$ cat config.mk
export PLATFORM = sky130hd
export DESIGN_NAME = ethernet_tx_mmio_driver
export DESIGN_NICKNAME = d
export VERILOG_FILES = /design/src/rtl/ethernet_tx_mmio_driver.sv
export SDC_FILE = /design/constraint.sdc
export NUM_CORES = 1
export LEC_CHECK = 0
export ABC_AREA = 1
export ABC_CLOCK_PERIOD_IN_PS = 3250
export CORE_UTILIZATION = 36
export CTS_BUF_LIST = sky130_fd_sc_hd__clkbuf_2 sky130_fd_sc_hd__clkbuf_4 sky130_fd_sc_hd__clkbuf_8
export DETAILED_ROUTE_END_ITERATION = 6
export GPL_ROUTABILITY_DRIVEN = 0
export MAX_ROUTING_LAYER = met4
export PLACE_DENSITY = 0.8
export SLEW_MARGIN = 25
export SYNTH_ARGS = -nofsm -noshare
export SYNTH_HDL_FRONTEND = slang
export SYNTH_SLANG_ARGS = --single-unit
$ cat constraint.sdc
create_clock -name clk_i -period 3.25 [get_ports clk_i]
set_clock_uncertainty 0.2 [all_clocks]
set_input_delay 0.65 -clock clk_i [delete_from_list [all_inputs] [get_ports clk_i]]
set_output_delay 0.65 -clock clk_i [all_outputs]
set_load 0.005 [all_outputs]
$ cat src/rtl/ethernet_tx_mmio_driver.sv
`default_nettype none
// ============================================================================
// Module      : ethernet_tx_mmio_driver
// Description : Host-side MMIO master that pushes one outgoing Ethernet frame
//               into the controller's TX packet buffer. It waits for the TX
//               buffer to be free by polling the status register, writes the
//               frame words into the buffer, then writes the frame size and
//               the send command.
// Revision    : 1.0 - initial release
// ----------------------------------------------------------------------------
// Ports
//   clk_i          : clock
//   reset_i        : synchronous active-high reset
//   frame_data_i   : stream word, bytes little-endian
//   frame_keep_i   : valid-byte mask of the stream word (contiguous from bit 0)
//   frame_v_i      : stream word valid
//   frame_last_i   : stream word is the last of the frame
//   frame_ready_o  : stream word accepted when frame_v_i & frame_ready_o
//   addr_o         : MMIO byte address
//   write_en_o     : MMIO write strobe
//   read_en_o      : MMIO read strobe
//   write_mask_o   : MMIO byte write mask
//   write_data_o   : MMIO write data
//   read_data_i    : MMIO read data, valid the cycle after read_en_o
//   busy_o         : block is not idle
//   frame_sent_o   : one-cycle pulse when the send command is written
//   frame_err_o    : one-cycle pulse when a frame is dropped
// ============================================================================
module ethernet_tx_mmio_driver #(
  parameter int                      data_width_p     = 32,
  parameter int                      eth_mtu_p        = 2048,
  parameter int                      addr_width_p     = 14,
  parameter logic [addr_width_p-1:0] tx_status_addr_p = 14'h0810,
  parameter logic [addr_width_p-1:0] tx_size_addr_p   = 14'h0814,
  parameter logic [addr_width_p-1:0] tx_send_addr_p   = 14'h0818,
  parameter logic [addr_width_p-1:0] tx_buf_addr_p    = 14'h1000
) (
  input  logic                      clk_i,
  input  logic                      reset_i,
  input  logic [data_width_p-1:0]   frame_data_i,
  input  logic [data_width_p/8-1:0] frame_keep_i,
  input  logic                      frame_v_i,
  input  logic                      frame_last_i,
  output logic                      frame_ready_o,
  output logic [addr_width_p-1:0]   addr_o,
  output logic                      write_en_o,
  output logic                      read_en_o,
  output logic [data_width_p/8-1:0] write_mask_o,
  output logic [data_width_p-1:0]   write_data_o,
  input  logic [data_width_p-1:0]   read_data_i,
  output logic                      busy_o,
  output logic                      frame_sent_o,
  output logic                      frame_err_o
);

  localparam int C_BYTES     = data_width_p / 8;
  localparam int C_BYTE_W    = $clog2(eth_mtu_p + 1);
  localparam int C_MAX_WORDS = eth_mtu_p / C_BYTES;
  localparam int C_WIDX_W    = $clog2(C_MAX_WORDS + 1);
  localparam int C_OFF_SH    = $clog2(C_BYTES);

  typedef enum logic [2:0] {
    S_IDLE  = 3'd0,
    S_POLL  = 3'd1,
    S_CHECK = 3'd2,
    S_FILL  = 3'd3,
    S_SIZE  = 3'd4,
    S_SEND  = 3'd5,
    S_DRAIN = 3'd6
  } state_e;

  state_e              state_q,    state_d;
  logic [C_BYTE_W-1:0] byte_cnt_q, byte_cnt_d;
  logic [C_WIDX_W-1:0] word_idx_q, word_idx_d;

  logic [C_BYTE_W-1:0]     w_keep_pop;
  logic [C_BYTE_W-1:0]     w_byte_sum;
  logic                    w_overflow;
  logic [addr_width_p-1:0] w_buf_addr;
  logic                    w_unused_read;

  // Only the "buffer free" flag of the status register is meaningful here.
  assign w_unused_read = ^read_data_i[data_width_p-1:1];

  always_comb begin
    w_keep_pop = '0;
    for (int i = 0; i < C_BYTES; i++) begin
      w_keep_pop = w_keep_pop + C_BYTE_W'(frame_keep_i[i]);
    end
  end

  assign w_byte_sum = byte_cnt_q + w_keep_pop;

  // The buffer holds exactly C_MAX_WORDS words; a word arriving at this index
  // has nowhere to go and marks the frame as oversized.
  assign w_overflow = (word_idx_q == C_WIDX_W'(C_MAX_WORDS));

  assign w_buf_addr = tx_buf_addr_p + (addr_width_p'(word_idx_q) << C_OFF_SH);

  assign busy_o = (state_q != S_IDLE);

  always_ff @(posedge clk_i) begin
    if (reset_i) begin
      state_q    <= S_IDLE;
      byte_cnt_q <= '0;
      word_idx_q <= '0;
    end else begin
      state_q    <= state_d;
      byte_cnt_q <= byte_cnt_d;
      word_idx_q <= word_idx_d;
    end
  end

  always_comb begin
    state_d       = state_q;
    byte_cnt_d    = byte_cnt_q;
    word_idx_d    = word_idx_q;
    frame_ready_o = 1'b0;
    write_en_o    = 1'b0;
    read_en_o     = 1'b0;
    addr_o        = '0;
    write_mask_o  = '0;
    write_data_o  = '0;
    frame_sent_o  = 1'b0;
    frame_err_o   = 1'b0;

    unique case (state_q)
      S_IDLE: begin
        // The pending word stays on the stream until FILL accepts it.
        if (frame_v_i) begin
          state_d = S_POLL;
        end
      end

      S_POLL: begin
        read_en_o = 1'b1;
        addr_o    = tx_status_addr_p;
        state_d   = S_CHECK;
      end

      S_CHECK: begin
        state_d = read_data_i[0] ? S_FILL : S_POLL;
      end

      S_FILL: begin
        frame_ready_o = 1'b1;
        if (frame_v_i) begin
          if (w_overflow) begin
            if (frame_last_i) begin
              frame_err_o = 1'b1;
              byte_cnt_d  = '0;
              word_idx_d  = '0;
              state_d     = S_IDLE;
            end else begin
              state_d = S_DRAIN;
            end
          end else begin
            write_en_o   = 1'b1;
            addr_o       = w_buf_addr;
            write_mask_o = frame_keep_i;
            write_data_o = frame_data_i;
            word_idx_d   = word_idx_q + 1'b1;
            byte_cnt_d   = w_byte_sum;
            if (frame_last_i) begin
              if (w_byte_sum == '0) begin
                // Nothing worth sending: drop instead of issuing a zero-size send.
                frame_err_o = 1'b1;
                byte_cnt_d  = '0;
                word_idx_d  = '0;
                state_d     = S_IDLE;
              end else begin
                state_d = S_SIZE;
              end
            end
          end
        end
      end

      S_SIZE: begin
        write_en_o   = 1'b1;
        addr_o       = tx_size_addr_p;
        write_mask_o = '1;
        write_data_o = data_width_p'(byte_cnt_q);
        state_d      = S_SEND;
      end

      S_SEND: begin
        write_en_o   = 1'b1;
        addr_o       = tx_send_addr_p;
        write_mask_o = '1;
        write_data_o = data_width_p'(1);
        frame_sent_o = 1'b1;
        byte_cnt_d   = '0;
        word_idx_d   = '0;
        state_d      = S_IDLE;
      end

      S_DRAIN: begin
        frame_ready_o = 1'b1;
        if (frame_v_i && frame_last_i) begin
          frame_err_o = 1'b1;
          byte_cnt_d  = '0;
          word_idx_d  = '0;
          state_d     = S_IDLE;
        end
      end

      default: begin
        state_d = S_IDLE;
      end
    endcase
  end

endmodule
`default_nettype wire

Word-level counts from Yosys, hierarchy flattened
Cells that the tools add are included.
{"block": "op_classes", "add_sub_neg": 6, "n_mul": 0, "div_mod_pow": 0, "n_lt_le_gt_ge": 0, "eq_ne": 12, "shifts": 0, "n_mux": 45, "bitwise": 0, "n_reduce_logical": 9}
{"op": "32-bit case mux with 3 select lines", "n": 1}
{"op": "12-bit two-way mux", "n": 6}
{"op": "32-bit two-way mux", "n": 2}
{"op": "10-bit two-way mux", "n": 6}
{"op": "14-bit case mux with 4 select lines", "n": 1}
{"op": "12-bit case mux with 3 select lines", "n": 1}
{"op": "10-bit case mux with 3 select lines", "n": 1}
{"op": "14-bit two-way mux", "n": 2}
{"op": "3-bit two-way mux", "n": 7}
{"op": "3-bit case mux with 6 select lines", "n": 1}
{"op": "13-bit by 12-bit adder with 14-bit output, first input constant", "n": 1}
{"op": "12-bit by 4-bit adder with 12-bit output", "n": 1}
{"op": "12-bit zero test", "n": 1}
{"op": "1-bit two-way mux", "n": 11}
{"op": "10-bit by 1-bit adder with 10-bit output, second input constant", "n": 1}
{"op": "10-bit == test, second input constant", "n": 1}
{"op": "3-bit == test, second input constant", "n": 3}
{"op": "4-bit two-way mux", "n": 2}
{"op": "4-bit case mux with 2 select lines", "n": 1}
{"op": "4-bit AND reduction", "n": 2}
{"op": "3-bit by 2-bit == test with 1-bit output, second input constant", "n": 2}
{"op": "2-bit != test, second input constant", "n": 3}
{"op": "3-bit != test, second input constant", "n": 2}
{"op": "3-bit nonzero test", "n": 2}
{"op": "9 further kinds", "n": 11}
{"block": "word_totals", "register_bits": 25, "latch_bits": 0, "mem_bits_rw": 0, "mem_bits_ro": 0, "elab_cells": 75, "n_memories": 0}

Longest topological paths before layout
Gate-level depths: netlist of the first run.
{"block": "logic_depth", "word_depth": 10, "mapped_depth": 16, "depth_no_buf": 16}

Worst setup path before layout of the first run
Ideal clock, no wire load.
{"block": "synth_timing", "kind": "in2out", "from": "input port frame_keep_i[0]", "to": "output port frame_err_o", "arrival_ns": 2.662, "t_required_ns": 2.400, "slack_ns": -0.262, "stages": 13, "n_path_buf": 0, "cell_sequence": "fa_1 > fa_1 > inv_1 > fa_1 > nor2_2 > nand4_1 > nand2_1 > nand2_1 > nor2_1 > nand2_1 > nand3_1 > nand3_1 > inv_1"}
{"block": "synth_between", "elab_chain_cells": 10}
{"item": "start, declared", "line": "41", "text": "input logic [data_width_p/8-1:0] frame_keep_i,"}
{"item": "1-bit by 1-bit adder with 2-bit output", "line": "88", "text": "w_keep_pop = w_keep_pop + C_BYTE_W'(frame_keep_i[i]);"}
{"item": "2-bit by 1-bit adder with 3-bit output", "line": "88"}
{"item": "3-bit by 1-bit adder with 4-bit output", "line": "88"}
{"item": "12-bit by 4-bit adder with 12-bit output", "line": "92", "text": "assign w_byte_sum = byte_cnt_q + w_keep_pop;"}
{"item": "12-bit zero test", "line": "165", "text": "if (w_byte_sum == '0) begin"}
{"item": "1-bit two-way mux", "line": "165"}
{"item": "1-bit two-way mux", "line": "164", "text": "if (frame_last_i) begin"}
{"item": "1-bit two-way mux", "line": "148", "text": "if (w_overflow) begin"}
{"item": "1-bit two-way mux", "line": "147", "text": "if (frame_v_i) begin"}
{"item": "1-bit case mux with 2 select lines", "line": "127", "text": "unique case (state_q)"}
{"item": "end, declared", "line": "53", "text": "output logic frame_err_o"}
No other way between the ends.

Worst setup path in the final report of the first run
Same ends and word-level chain as after synthesis.

==> summary.txt, run 1 <==
Outcome -> complete, but fails checks
Failing checks -> setup timing
Routed vias/inst -> 4.81
Later-pin clock latency in the skew report -> 0.28 ns
Max stage delay on crit path -> 0.56 ns
Max cap viols -> 0
RSZ-0062 raised after global routing -> true
Number of synthesized register bits -> 25
Synthesized instance count -> 369
Crit path max-delay cell type -> fa_1
VDD IR-drop max -> 0.151 mV
Place WS -> -1.39 ns
Seq pwr share -> 41.2%
H-tree depth -> 1
Die area -> 0.00642 mm2
Switching Power -> 248 uW
Critical path class -> input port to output pin
CP required -> 2.40 ns
Remaining Overflow, GRT -> 0
Drt pass-1 iters -> 4
Final min period -> 3.80 ns
Synth cell types -> 32
First-pass GRT wire length -> 10.3 mm
Crit end category -> output pin
Dpl hpwl -> 5.23 mm
M1 GR Usage -> 23.3%
Vias in the first global route -> 2353
Layout Utilization -> 57.3%
CP Max Fanout -> 3
Core area -> 0.00592 mm2
Lkg Pwr -> 1.43 nW
Ys Warns -> 0
Grt met2 use -> 36.8%
Crit-path cells -> buf_6, fa_1, fa_2, inv_2, fa_2, inv_2, nand2_2, nand2_2, nand3b_1, nor2_1, nand3_1, nor2_2, nand2_1, nand3_1, nand3_1, inv_1, buf_2
Total CTS buffers -> 3
Hold buffers post-CTS -> 0
Fin. max-slew vios -> 0
Sw frac -> 31.3%
Commonest non-fill, non-tap cell in the layout -> clkdlybuf4s50_1
Gate power share -> 33.5%
TritonCTS clock tree -> yes
Iteration-0 DRC Markers -> 166
Final setup margin -> -0.549 ns
Drt total wl -> 6.57 mm
Power share of the clock group -> 25.3%
Largest net degree at the start of global routing -> 18
Post-DRT Antenna Nets -> 0
Routed wire per std cell -> 11.9 um
Synthesized area -> 0.00220 mm2
Post-synthesis average cell area -> 5.96 um2
IO Pins -> 128
DR DRC count -> 0
Most frequent cells in the layout -> 88 x clkdlybuf4s50_1, 76 x nand2_1, 56 x inv_1, 55 x nor2_1, 26 x nand3_1
Sink Count -> 25
Max Root-Sink Buffers -> 2
Clock Tree Root -> clkbuf_8
NumNets Final -> 554
Arrival time at the worst endpoint -> 2.95 ns
Setup Viol. Count Final -> 1
Crit start category -> input port
Tcrit/Tclk final -> 117%
All-Layer GR Usage -> 20.6%
Fin Hold WS -> 0.301 ns
Cell internal pwr -> 543 uW
# diodes -> 0
Die Ht -> 80.1 um
HP Class -> flip-flop to flip-flop
Area grow syn2layout -> 54.3%
Die Wd -> 80.1 um
Core Rows -> 28
Port Buffers -> 93
Crit-path most repeated cell -> nand3_1
Gr busiest metal -> met2
FMAX -> 0.263 GHz
Cell Pwr Density -> 233 mW/mm2
Final Hold Viols -> 0
Initial antenna violation count -> 0
Overall power -> 790 uW
Seq/Total Area, Yosys -> 22.8%
Grt met3 use -> 3.30%
Register clock-pin slew on the reported worst setup and hold paths -> 0.09 ns
Share of cells above drive strength 1 -> 14.5%
Initial Util -> 37.1%
Detailed-route via count -> 2646
[Yosys cell counts, drive strengths merged]
cell type  number  area, um2
ha              3       37.5
buf            12       82.6
fa              3       60.1
a221o           1       10.0
clkbuf          3       11.3
o21ai          22        110
nand2          84        320
a31oi           1       6.26
a21oi          18       97.6
nand3b          1       7.51
conb            1       3.75
nand3          30        168
nand4          13       93.8
dfxtp          25        500
nor2           65        277
inv            65        246
xor2            8       70.1
o21a            4       30.0
nor3           10       66.3
[final cells by class]
class	count	area, um2
clock buffers	3	41.3
clock inverters	1	7.51
fillers	543	2530
inverters	65	246
multi-input cells	266	1410
flip-flops and latches	25	500
well taps	75	93.8
repair buffers	115	1090
[per-layer routing]
metal / vias up / share of wire [%] / wire, um
li1: 1371 / - / -
met1: 1166 / 43 / 2790
met2: 99 / 49 / 3200
met3: 10 / 7.1 / 468
met4: 0 / 1.6 / 106
met5: - / 0 / 0
[path summary, 6_finish.rpt]
check	endpoint	startpoint	slack [ns]	depth (start not counted)
setup / recovery	frame_err_o	frame_keep_i[0]	-0.55	17
hold / removal	byte_cnt_q[1]	byte_cnt_q[1]	0.30	2
setup reg to reg	word_idx_q[8]	byte_cnt_q[0]	0.73	16
hold reg to reg	byte_cnt_q[1]	byte_cnt_q[1]	0.30	2
[worst max-delay path: cells and delay by family]
family / cells / cell delay (ns)
buffers and inverters: 5 / 0.38
adder cells (fa/ha/maj): 3 / 1.15
AND/OR/NAND/NOR: 9 / 0.79
[cells by family (layout without fill, tap and decap cells)]
family,Yosys count,after routing,synth area share [%]
xor+xnor,8,8,3.19
flops,25,25,22.8
compound gates,46,46,11.6
buf+inv,80,184,15.5
fa+ha+maj,6,6,4.44
simple gates,203,203,42.4
other cells,1,3,0.171
[registers in the layout, indices dropped and copies added, names as in the netlist]
register / flops
word_idx_q: 10
byte_cnt_q: 12
state_q: 3
[stage by stage]
| stage | TNS (ns) | std cells | instance area [um2] |
|---|---|---|---|
| 2_1_floorplan | -0.213 | 371 | 2210 |
| 3_3_place_gp | -5.85 | 542 | 3280 |
| 3_5_place_dp | -7.73 | 542 | 3280 |
| 4_1_cts | -0.652 | 548 | 3340 |
| 5_1_grt | -0.967 | 550 | 3390 |
| 6_report | -0.549 | 550 | 3390 |
[power by group through the flow]
stage	Clock, mW	Combinational (mW)	Sequential, mW
after CTS	0.202	0.263	0.326
after global placement	0	0.246	0.332
after floorplan	0	0.124	0.331
final	0.200	0.264	0.326
after detailed placement	0	0.253	0.333
after global routing	0.218	0.294	0.327
[timing repair]
action | in CTS | in global routing
setup endpoints to repair | 13 | 44
pin swaps | 8 | 11
setup buffers | 2 | 2
resized for setup | 23 | 11
Note: power is estimated with default switching activity, not from simulation.
==> run 2, diff against run 1 <==
--- a/config.mk
+++ b/config.mk
@@ -6,13 +6,14 @@
 export NUM_CORES = 1
 export LEC_CHECK = 0
 export ABC_AREA = 1
-export ABC_CLOCK_PERIOD_IN_PS = 3250
-export CORE_UTILIZATION = 36
+export ABC_CLOCK_PERIOD_IN_PS = 4600
+export CORE_UTILIZATION = 40
 export CTS_BUF_LIST = sky130_fd_sc_hd__clkbuf_2 sky130_fd_sc_hd__clkbuf_4 sky130_fd_sc_hd__clkbuf_8
+export CTS_CLUSTER_SIZE = 20
 export DETAILED_ROUTE_END_ITERATION = 6
 export GPL_ROUTABILITY_DRIVEN = 0
 export MAX_ROUTING_LAYER = met4
-export PLACE_DENSITY = 0.8
+export PLACE_DENSITY = 0.84
 export SLEW_MARGIN = 25
 export SYNTH_ARGS = -nofsm -noshare
 export SYNTH_HDL_FRONTEND = slang
==> constraint.sdc (replaced) <==
create_clock -name clk_i -period 4.6 [get_ports clk_i]
set_clock_uncertainty 0.2 [all_clocks]
set_input_delay 0.92 -clock clk_i [delete_from_list [all_inputs] [get_ports clk_i]]
set_output_delay 0.92 -clock clk_i [all_outputs]
set_load 0.005 [all_outputs]
==> run 2 against run 1 <==
  * The run now ends clean
  * Flip-flop and latch count stayed put
  * Sequential power fell by 29%
  * Sequential share of layout area fell by 0.95 points
  * Non-clock buffer count is 25 higher
  * Worst setup slack improved by 0.56 ns
  * Critical path depth grew 2
==> summary.txt, run 2 (synthesized netlist as in run 1, its figures left out) <==
Drt total wl -> 7.86 mm (was 6.57 mm)
Register clock-pin slew on the reported worst setup and hold paths -> 0.10 ns (was 0.09 ns)
IO Pins -> 128 (unchanged)
Crit start category -> input port (unchanged)
Die area -> 0.00580 mm2 (was 0.00642 mm2)
Seq pwr share -> 36.0% (was 41.2%)
Routed vias/inst -> 5.22 (was 4.81)
Grt met3 use -> 4.07% (was 3.30%)
Initial antenna violation count -> 0 (unchanged)
Commonest non-fill, non-tap cell in the layout -> clkdlybuf4s50_1 (unchanged)
Most frequent cells in the layout -> 89 x clkdlybuf4s50_1, 77 x nand2_1, 57 x inv_1, 53 x nor2_1, 42 x buf_4 (was 88 x clkdlybuf4s50_1, 76 x nand2_1, 56 x inv_1, 55 x nor2_1, 26 x nand3_1)
Largest Register -> byte_cnt_q (unchanged)
Sw frac -> 31.5% (was 31.3%)
Reg2reg setup slack -> 0.93 ns (was 0.73 ns)
DR DRC count -> 0 (unchanged)
Initial Util -> 42.2% (was 37.1%)
HP Class -> flip-flop to flip-flop (unchanged)
Hold Path End -> byte_cnt_q[0] (was byte_cnt_q[1])
Dpl hpwl -> 5.07 mm (was 5.23 mm)
Fin Setup TNS -> 0 ns (was -0.549 ns)
Iteration-0 DRC Markers -> 285 (was 166)
Cell Pwr Density -> 176 mW/mm2 (was 233 mW/mm2)
Total CTS buffers -> 3 (unchanged)
First-pass GRT wire length -> 12.9 mm (was 10.3 mm)
Power share of the clock group -> 22.0% (was 25.3%)
Crit end category -> output pin (unchanged)
# diodes -> 0 (unchanged)
FMAX -> 0.218 GHz
Clock Tree Root -> clkbuf_8 (unchanged)
Gr busiest metal -> met2 (unchanged)
M1 GR Usage -> 33.2% (was 23.3%)
Die Ht -> 76.1 um (was 80.1 um)
Setup Viol. Count Final -> 0 (was 1)
TritonCTS clock tree -> yes (unchanged)
Worst-margin pin slew -> 0.644 ns
Final min period -> 4.59 ns
Hold Path Origin -> byte_cnt_q[0] (was byte_cnt_q[1])
Area grow syn2layout -> 64.9% (was 54.3%)
Fin Hold WS -> 0.327 ns (was 0.301 ns)
R2R depth -> 24 (was 16)
Number of flip-flops in the largest register -> 12 (unchanged)
Overall power -> 640 uW (was 790 uW)
Post-Layout Cell Count -> 570 (was 550)
Gate power share -> 42.0% (was 33.5%)
R2r startpoint -> byte_cnt_q[0] (unchanged)
Post-DRT Antenna Nets -> 0 (unchanged)
Tcrit/Tclk final -> 99.9%
VDD IR-drop max -> 0.136 mV (was 0.151 mV)
All-Layer GR Usage -> 27.6% (was 20.6%)
Drt pass-1 iters -> 5 (was 4)
Port Buffers -> 93 (unchanged)
Lkg Pwr -> 1.53 nW (was 1.43 nW)
Later-pin clock latency in the skew report -> 0.28 ns (about the same)
Critical path class -> input port to output pin (unchanged)
Core Rows -> 26 (was 28)
H-tree depth -> 1 (unchanged)
Slew margin rel. -> 56.9%
Detailed-route via count -> 2977 (was 2646)
CP Max Fanout -> 3 (unchanged)
NumNets Final -> 579 (was 554)
Routed wire per std cell -> 13.8 um (was 11.9 um)
Fin. max-slew vios -> 0 (unchanged)
FF-to-FF End -> byte_cnt_q[2] (was word_idx_q[8])
RSZ-0062 raised after global routing -> true (unchanged)
Hold buffers post-CTS -> 0 (unchanged)
Die Wd -> 76.1 um (was 80.1 um)
Sink Count -> 25 (unchanged)
Vias in the first global route -> 2778 (was 2353)
Arrival time at the worst endpoint -> 3.47 ns (was 2.95 ns)
Largest net degree at the start of global routing -> 23 (was 18)
Top flop regs -> byte_cnt_q x12, word_idx_q x10, state_q x3 (unchanged)
CP required -> 3.48 ns (was 2.40 ns)
Grt met2 use -> 46.2% (was 36.8%)
Max Root-Sink Buffers -> 2 (unchanged)
Remaining Overflow, GRT -> 0 (unchanged)
Share of cells above drive strength 1 -> 19.8% (was 14.5%)
Outcome -> completed (was complete, but fails checks)
Switching Power -> 201 uW (was 248 uW)
Max cap viols -> 0 (unchanged)
Final Hold Viols -> 0 (unchanged)
Cell internal pwr -> 438 uW (was 543 uW)
Core area -> 0.00520 mm2 (was 0.00592 mm2)
Post-placement cell count -> 536 (was 542)
WHS Path Cells -> 2 (unchanged)
-- run 2: how the worst max path moves through the flow --
stage / from / to / slack (ns) / cells after the start
2_1_floorplan: frame_keep_i[0] / frame_err_o / 0.55 / 13
3_3_place_gp: frame_keep_i[0] / frame_err_o / -0.66 / 15
3_5_place_dp: frame_keep_i[0] / frame_err_o / -0.77 / 15
4_1_cts: frame_keep_i[0] / state_q[2] / -0.07 / 29
5_1_grt: frame_keep_i[1] / frame_err_o / -0.12 / 16
6_report: frame_keep_i[1] / frame_err_o / 0.007 / 19
-- run 2: per-stage QoR --
step	worst slack [ns]	utilization (%)	area, um2
after floorplan	0.548	-	2210
after global placement	-0.656	62.6	3260
after detailed placement	-0.767	62.6	3260
after CTS	-0.0658	68.1	3540
after global routing	-0.122	69.7	3630
final	0.00687	69.7	3630
-- run 2: area by class of cell --
| class | count | area (um2) |
|---|---|---|
| Clock buffer | 3 | 41.3 |
| Clock inverter | 1 | 7.51 |
| Inverter | 65 | 246 |
| Timing Repair Buffer | 140 | 1310 |
| Multi-Input combinational cell | 266 | 1440 |
| Tap cell | 70 | 87.6 |
| Fill cell | 420 | 1580 |
| Sequential cell | 25 | 500 |
-- run 2: per-layer routing --
metal	vias up	wire (um)
met5	-	0
met4	0	305
met3	41	709
met2	195	3680
met1	1330	3170
li1	1411	-
-- run 2: power groups by stage --
stage          registers (mW)  logic (mW)  clock network (mW)
2_1_floorplan           0.234      0.0865                   0
3_3_place_gp            0.235       0.176                   0
3_5_place_dp            0.235       0.179                   0
4_1_cts                 0.230       0.246               0.140
5_1_grt                 0.232       0.291               0.155
6_report                0.230       0.269               0.141
-- run 2: worst max-delay path: stages --
cell and delay [ns]:
buf_8 0.10, fa_1 0.58, fa_2 0.23, inv_2 0.04, fa_2 0.38, inv_2 0.08, nand2_2 0.05, nand2_2 0.09
buf_6 0.09, nand3b_1 0.08, nor2_2 0.11, nand3_2 0.11, nor2_4 0.13, nand2_2 0.08, buf_6 0.12, nand3_2 0.06
nand3_2 0.08, inv_1 0.05, buf_2 0.10
-- run 2: repair_timing --
item                       4_1_cts  5_1_grt
buffers inserted                30        5
setup endpoints to repair        1        3
resized for setup               30       18
pin swaps                       12       17
gates cloned                     0        0
